--- config.mk ---
export PLATFORM = sky130hd
export DESIGN_NAME = fm_modulator
export DESIGN_NICKNAME = d
export VERILOG_FILES = /design/src/rtl/fm_modulator.sv
export SDC_FILE = /design/constraint.sdc
export NUM_CORES = 1
export LEC_CHECK = 0
export CELL_PAD_IN_SITES_DETAIL_PLACEMENT = 0
export CELL_PAD_IN_SITES_GLOBAL_PLACEMENT = 1
export CORE_MARGIN = 2
export CORE_UTILIZATION = 25
export DETAILED_ROUTE_END_ITERATION = 10
export GPL_TIMING_DRIVEN = 0
export PLACE_DENSITY_LB_ADDON = 0.1
export SLEW_MARGIN = 20
export SYNTH_ARGS = -nofsm -noshare
export SYNTH_HDL_FRONTEND = slang
export SYNTH_SLANG_ARGS = --single-unit
--- constraint.sdc ---
create_clock -name clock -period 9.6 [get_ports clock]
set_input_delay 1.44 -clock clock [delete_from_list [all_inputs] [get_ports clock]]
set_output_delay 1.44 -clock clock [all_outputs]
set_load 0.03 [all_outputs]
--- src/rtl/fm_modulator.sv ---
// fm_modulator: FM baseband modulator.
// Each accepted audio sample sets a phase increment, and the block then emits
// INTERP I/Q samples while a phase accumulator advances by that increment.
// I/Q come from a constant quarter-wave table that is built at elaboration.
// Optional feature: define FM_MOD_PREEMPH_EN to pre-emphasise the audio before
// the increment is computed.
module fm_modulator #(
    parameter int DATA_WIDTH    = 32,
    parameter int BITS          = 10,
    parameter int INTERP        = 8,
    parameter int PHASE_BITS    = 16,
    parameter int LUT_ADDR_BITS = 8,
    parameter int MOD_GAIN      = 14080,
    parameter int PREEMPH_K     = 1024
) (
    input  logic                  clock,
    input  logic                  reset,
    input  logic [DATA_WIDTH-1:0] in_audio,
    input  logic                  in_valid,
    output logic                  in_ready,
    output logic [DATA_WIDTH-1:0] out_i,
    output logic [DATA_WIDTH-1:0] out_q,
    output logic                  out_valid,
    input  logic                  out_ready
);

    localparam int QN    = 1 << (LUT_ADDR_BITS - 2);   // entries per quarter turn
    localparam int IDX_W = LUT_ADDR_BITS - 1;          // indexes 0..QN inclusive
    localparam int MAG_W = BITS + 1;                   // holds 0..2^BITS
    localparam int CNT_W = (INTERP > 1) ? $clog2(INTERP) : 1;
    localparam longint PI_Q30 = 64'sd3373259426;       // pi in Q30

    typedef enum logic {
        IDLE,
        EMIT
    } state_t;

    // round(sin(2*pi*k/2^LUT_ADDR_BITS) * 2^BITS) for the first quarter turn.
    // Taylor series in Q30; the truncation error stays far below half an LSB.
    function automatic longint quarter_sin(input int k);
        longint x;
        longint x2;
        longint term;
        longint acc;
        x    = (2 * PI_Q30 * longint'(k)) >>> LUT_ADDR_BITS;
        x2   = (x * x) >>> 30;
        term = x;
        acc  = x;
        for (int n = 1; n < 12; n++) begin
            term = -((term * x2) >>> 30) / longint'((2 * n) * (2 * n + 1));
            acc  = acc + term;
        end
        return ((acc <<< BITS) + (64'sd1 <<< 29)) >>> 30;
    endfunction

    // Quarter-wave magnitude table; entry QN is exactly 2^BITS, so cos(0) is +1.0.
    logic [MAG_W-1:0] qtab [0:QN];

    generate
        for (genvar gi = 0; gi <= QN; gi++) begin : g_qtab
            assign qtab[gi] = MAG_W'(quarter_sin(gi));
        end
    endgenerate

    state_t                  state_q;
    logic [PHASE_BITS-1:0]   phase_q;
    logic [PHASE_BITS-1:0]   inc_q;
    logic [CNT_W-1:0]        cnt_q;
    logic [DATA_WIDTH-1:0]   cos_q;
    logic [DATA_WIDTH-1:0]   sin_q;
    logic                    in_ready_q;
    logic                    out_valid_q;

    logic [PHASE_BITS-1:0]    phase_adv_d;
    logic [PHASE_BITS-1:0]    inc_d;
    logic [DATA_WIDTH-1:0]    audio_src_d;
    logic [LUT_ADDR_BITS-1:0] lut_addr_d;
    logic [IDX_W-1:0]         idx_fwd_d;
    logic [IDX_W-1:0]         idx_rev_d;
    logic [DATA_WIDTH-1:0]    mag_fwd_d;
    logic [DATA_WIDTH-1:0]    mag_rev_d;
    logic [DATA_WIDTH-1:0]    cos_d;
    logic [DATA_WIDTH-1:0]    sin_d;

    assign in_ready    = in_ready_q;
    assign out_valid   = out_valid_q;
    assign out_i       = cos_q;
    assign out_q       = sin_q;
    assign phase_adv_d = phase_q + inc_q;

`ifdef FM_MOD_PREEMPH_EN
    logic [DATA_WIDTH-1:0] x_prev_q;

    // Pre-emphasis: boost the sample by the scaled difference to the previous one.
    always_comb begin
        audio_src_d = DATA_WIDTH'(longint'($signed(in_audio))
                      + (((longint'($signed(in_audio)) - longint'($signed(x_prev_q)))
                          * longint'(PREEMPH_K)) >>> BITS));
    end
`else
    assign audio_src_d = in_audio;
`endif

    // Phase increment: audio scaled by the modulation gain, wrapped to one turn.
    always_comb begin
        inc_d = PHASE_BITS'((longint'($signed(audio_src_d)) * longint'(MOD_GAIN)) >>> BITS);
    end

    // Table lookup for the phase about to be presented: the current phase on
    // acceptance, the advanced phase while emitting.
    always_comb begin
        lut_addr_d = (state_q == IDLE) ? phase_q[PHASE_BITS-1 -: LUT_ADDR_BITS]
                                       : phase_adv_d[PHASE_BITS-1 -: LUT_ADDR_BITS];
        idx_fwd_d  = {1'b0, lut_addr_d[LUT_ADDR_BITS-3:0]};
        idx_rev_d  = IDX_W'(QN) - idx_fwd_d;
        mag_fwd_d  = DATA_WIDTH'(qtab[idx_fwd_d]);
        mag_rev_d  = DATA_WIDTH'(qtab[idx_rev_d]);
        sin_d      = mag_fwd_d;
        cos_d      = mag_rev_d;
        case (lut_addr_d[LUT_ADDR_BITS-1 -: 2])
            2'd0: begin sin_d =  mag_fwd_d; cos_d =  mag_rev_d; end
            2'd1: begin sin_d =  mag_rev_d; cos_d = -mag_fwd_d; end
            2'd2: begin sin_d = -mag_fwd_d; cos_d = -mag_rev_d; end
            default: begin sin_d = -mag_rev_d; cos_d =  mag_fwd_d; end
        endcase
    end

    // Control FSM with registered handshake flags and registered I/Q.
    always_ff @(posedge clock or posedge reset) begin
        if (reset) begin
            state_q     <= IDLE;
            phase_q     <= '0;
            inc_q       <= '0;
            cnt_q       <= '0;
            cos_q       <= '0;
            sin_q       <= '0;
            in_ready_q  <= 1'b1;
            out_valid_q <= 1'b0;
`ifdef FM_MOD_PREEMPH_EN
            x_prev_q    <= '0;
`endif
        end else begin
            case (state_q)
                IDLE: begin
                    if (in_valid) begin
                        inc_q       <= inc_d;
                        cnt_q       <= '0;
                        cos_q       <= cos_d;
                        sin_q       <= sin_d;
                        in_ready_q  <= 1'b0;
                        out_valid_q <= 1'b1;
                        state_q     <= EMIT;
`ifdef FM_MOD_PREEMPH_EN
                        x_prev_q    <= in_audio;
`endif
                    end
                end
                default: begin
                    // A stalled consumer freezes phase, count and I/Q.
                    if (out_ready) begin
                        phase_q <= phase_adv_d;
                        cnt_q   <= cnt_q + 1'b1;
                        cos_q   <= cos_d;
                        sin_q   <= sin_d;
                        if (cnt_q == CNT_W'(INTERP - 1)) begin
                            in_ready_q  <= 1'b1;
                            out_valid_q <= 1'b0;
                            state_q     <= IDLE;
                        end
                    end
                end
            endcase
        end
    end

endmodule

==> out/results.tsv <==
metric	value	unit
crit_slowest_cell	nor4b_4	
drt_pass1_iterations	5	
ctsRootBufferMaster	clkbuf_16	
mostFrequentLayoutCells	nand2_1 (124), a21oi_1 (95), o21ai_0 (94)	
yosys-top-cells-area	dfrtp_1 (20%), ha_1 (9.1%), fa_1 (7.6%)	
fill_cells	4314	
drt_iter0_markers	794	
cts.clk_slew.worst_paths	0.07	ns
die_width	203.5	um
finalNetCount	1463	
detail-route-antenna-nets	0	
final_cells	1847	
dpl.cell_count	1831	
synth-edff-count	0	
synth_cell_types	110	
hold_path_depth	2	
cts_resized	0	
grt_overflow	0	
grt_pass1_wl	60400	um
finalWorstSetupSlack	1.087	ns
setup_viol	0	
wl_met1	17980	um
drcViolationCount	0	
cts_made_buffers	9	
tritoncts	yes	
layout-drive-gt1-share	0.1067	
top_layer	met4	
ys_seq_area_frac	0.2013	
timing.final.crit_share	0.8868	
cts_buffer_depth	2	
initial_core_util	0.2516	
worst-slew-pin-transition	1.042	ns
cap_violations	0	
hold_path_end	out_i[18]$_DFFE_PP0P_	
synthDominantCellAreaShare	0.1986	
synth_warnings	0	
post-place-ws	1.184	ns
die_y	203.5	um
crit_path_max_incr_delay	0.54	ns
clkSinkCount	80	
grt_max_degree	46	
pin_count	102	
slew_headroom	0.2858	
worstPathRequired	9.81	ns
hp-class	reg2reg	
slew_viol_final	0	
cp_data_arrival_time	8.73	ns
final_hold_viol_count	0	
reg2regPathDepth	28	
end_kind	flop	
layout_commonest_cell	nand2_1	
timing.rr.end	out_i[10]$_DFFE_PP0P_	
core	39550	sq um
port_buffers	87	
dr_wl_met3	1525	um
min_period	8.513	ns
synth_seq_cells	80	
skew	0.01190	ns
syn-mean-instance-area	8.171	sq um
worstSetupPathType	reg2reg	
grt_pass1_vias	9664	
critPathMaxFanout	13	
vias_per_cell	5.245	
synth_nets	1364	
async_flop_share	1.000	
regToRegSetupSlack	1.09	ns
syn_area	9952	sq um
h-tree-depth	3	
synth_ff_type	dfrtp_1	
gp_congestion	0.8866	
drt-total-wl	39680	um
crit_top_cell	ha_1	
outcome	finished clean	
routed-wl-met2	19460	um
min_from	out_i[18]$_DFFE_PP0P_	
syn_inst	1218	
area_growth_syn_to_layout	18.54	%
reg2reg_from	phase_q[0]$_DFFE_PP0P_	
rsz0062_at_grt	no	
antenna_found_initial	0	
hold_buffers	0	
tns	0	ns
vias	9688	
core.rowCount	73	
cp-start-kind	flop	
n_antenna_cell	0	
hold_ws	0.4684	ns
place_hpwl	31320	um
cts_setup_buffers	0	
timing.fmax	117.5	MHz
detail_route.wl_per_cell	21.48	um
die_area	41420	sq um
synth_top_area_cell	dfrtp_1	
clk_latency	0.35	ns
grt_usage	0.1902	
## synthesized netlist by cell type (13+ instances only)
master      n
nor3_1     27
clkbuf_1   31
nand3_1    28
a21o_1     19
buf_2      28
a31oi_1    18
inv_1      74
o211ai_1   22
xnor2_1    32
ha_1       72
fa_1       38
a21oi_1    95
o21ai_1    15
dfrtp_1    79
nand2_1   124
o21ai_0    94
xor2_1     25
nor2_1     90
or3_1      13
buf_4      26
## state kept, by name, summed over array words and instances, names as in the netlist
signal	count
cnt_q	3
out_valid	1
phase_q	16
in_ready	1
out_i	21
state_q	1
inc_q	16
out_q	21
## worst max-delay path, delay by kind of cell, from the launching register on
| family | cells | cell delay, ns |
|---|---|---|
| AND/OR/NAND/NOR | 6 | 1.42 |
| adder cells (fa/ha/maj) | 6 | 1.87 |
| flip-flops | 1 | 0.38 |
| AO/OA/AOI/OAI | 9 | 2.23 |
| buffers and inverters | 7 | 2.44 |
## per-stage QoR
step | instance area [sq um] | util
floorplan | 9952 | -
global placement | 11480 | 0.2903
detailed placement | 11510 | 0.2910
CTS | 11800 | 0.2983
global route | 11800 | 0.2983
finish | 11800 | 0.2983
## how the worst max path moves through the flow
stage / start / cells past startpoint / to / slack (ns)
after floorplan: phase_q[0]$_DFFE_PP0P_ / 28 / out_i[10]$_DFFE_PP0P_ / 3.49
after global placement: phase_q[0]$_DFFE_PP0P_ / 28 / out_i[10]$_DFFE_PP0P_ / 1.09
after detailed placement: phase_q[0]$_DFFE_PP0P_ / 28 / out_i[10]$_DFFE_PP0P_ / 1.18
after CTS: phase_q[0]$_DFFE_PP0P_ / 28 / out_i[10]$_DFFE_PP0P_ / 1.19
after global routing: phase_q[0]$_DFFE_PP0P_ / 28 / out_i[10]$_DFFE_PP0P_ / 0.60
final: phase_q[0]$_DFFE_PP0P_ / 28 / out_i[10]$_DFFE_PP0P_ / 1.09
## logic make-up (layout without fill, tap and decap cells)
kind of cell,Yosys count,in the layout,synth area share
and+or+nand+nor,346,346,0.1716
DFF,80,80,0.2013
xor gates and xnor gates,61,61,0.05733
adders and majority gates,112,112,0.1691
AOI/OAI and AO/OA,421,421,0.2946
buffers and inverters,177,281,0.08386
muxes,21,21,0.02225
## layer usage
| layer | up-vias | GRT usage |
|---|---|---|
| met5 | - | 0 |
| met4 | 0 | 0.04041 |
| met3 | 51 | 0.02605 |
| met2 | 258 | 0.3281 |
| met1 | 4765 | 0.2526 |
| li1 | 4614 | - |
## area by class of cell
type	instances	area (sq um)	share of cell area
timing repair buffer	88	898.4	0.07615
sequential	80	2003	0.1698
clock inverter	6	48.80	0.004136
buffer	97	534.3	0.04529
inverter	80	302.8	0.02567
tap	525	656.9	0.05568
multi-input combinational	961	7114	0.6030
clock buffer	10	239.0	0.02026
Power is not shown: default switching activity piles up to over one toggle a cycle in this logic, so the estimate is an artifact.
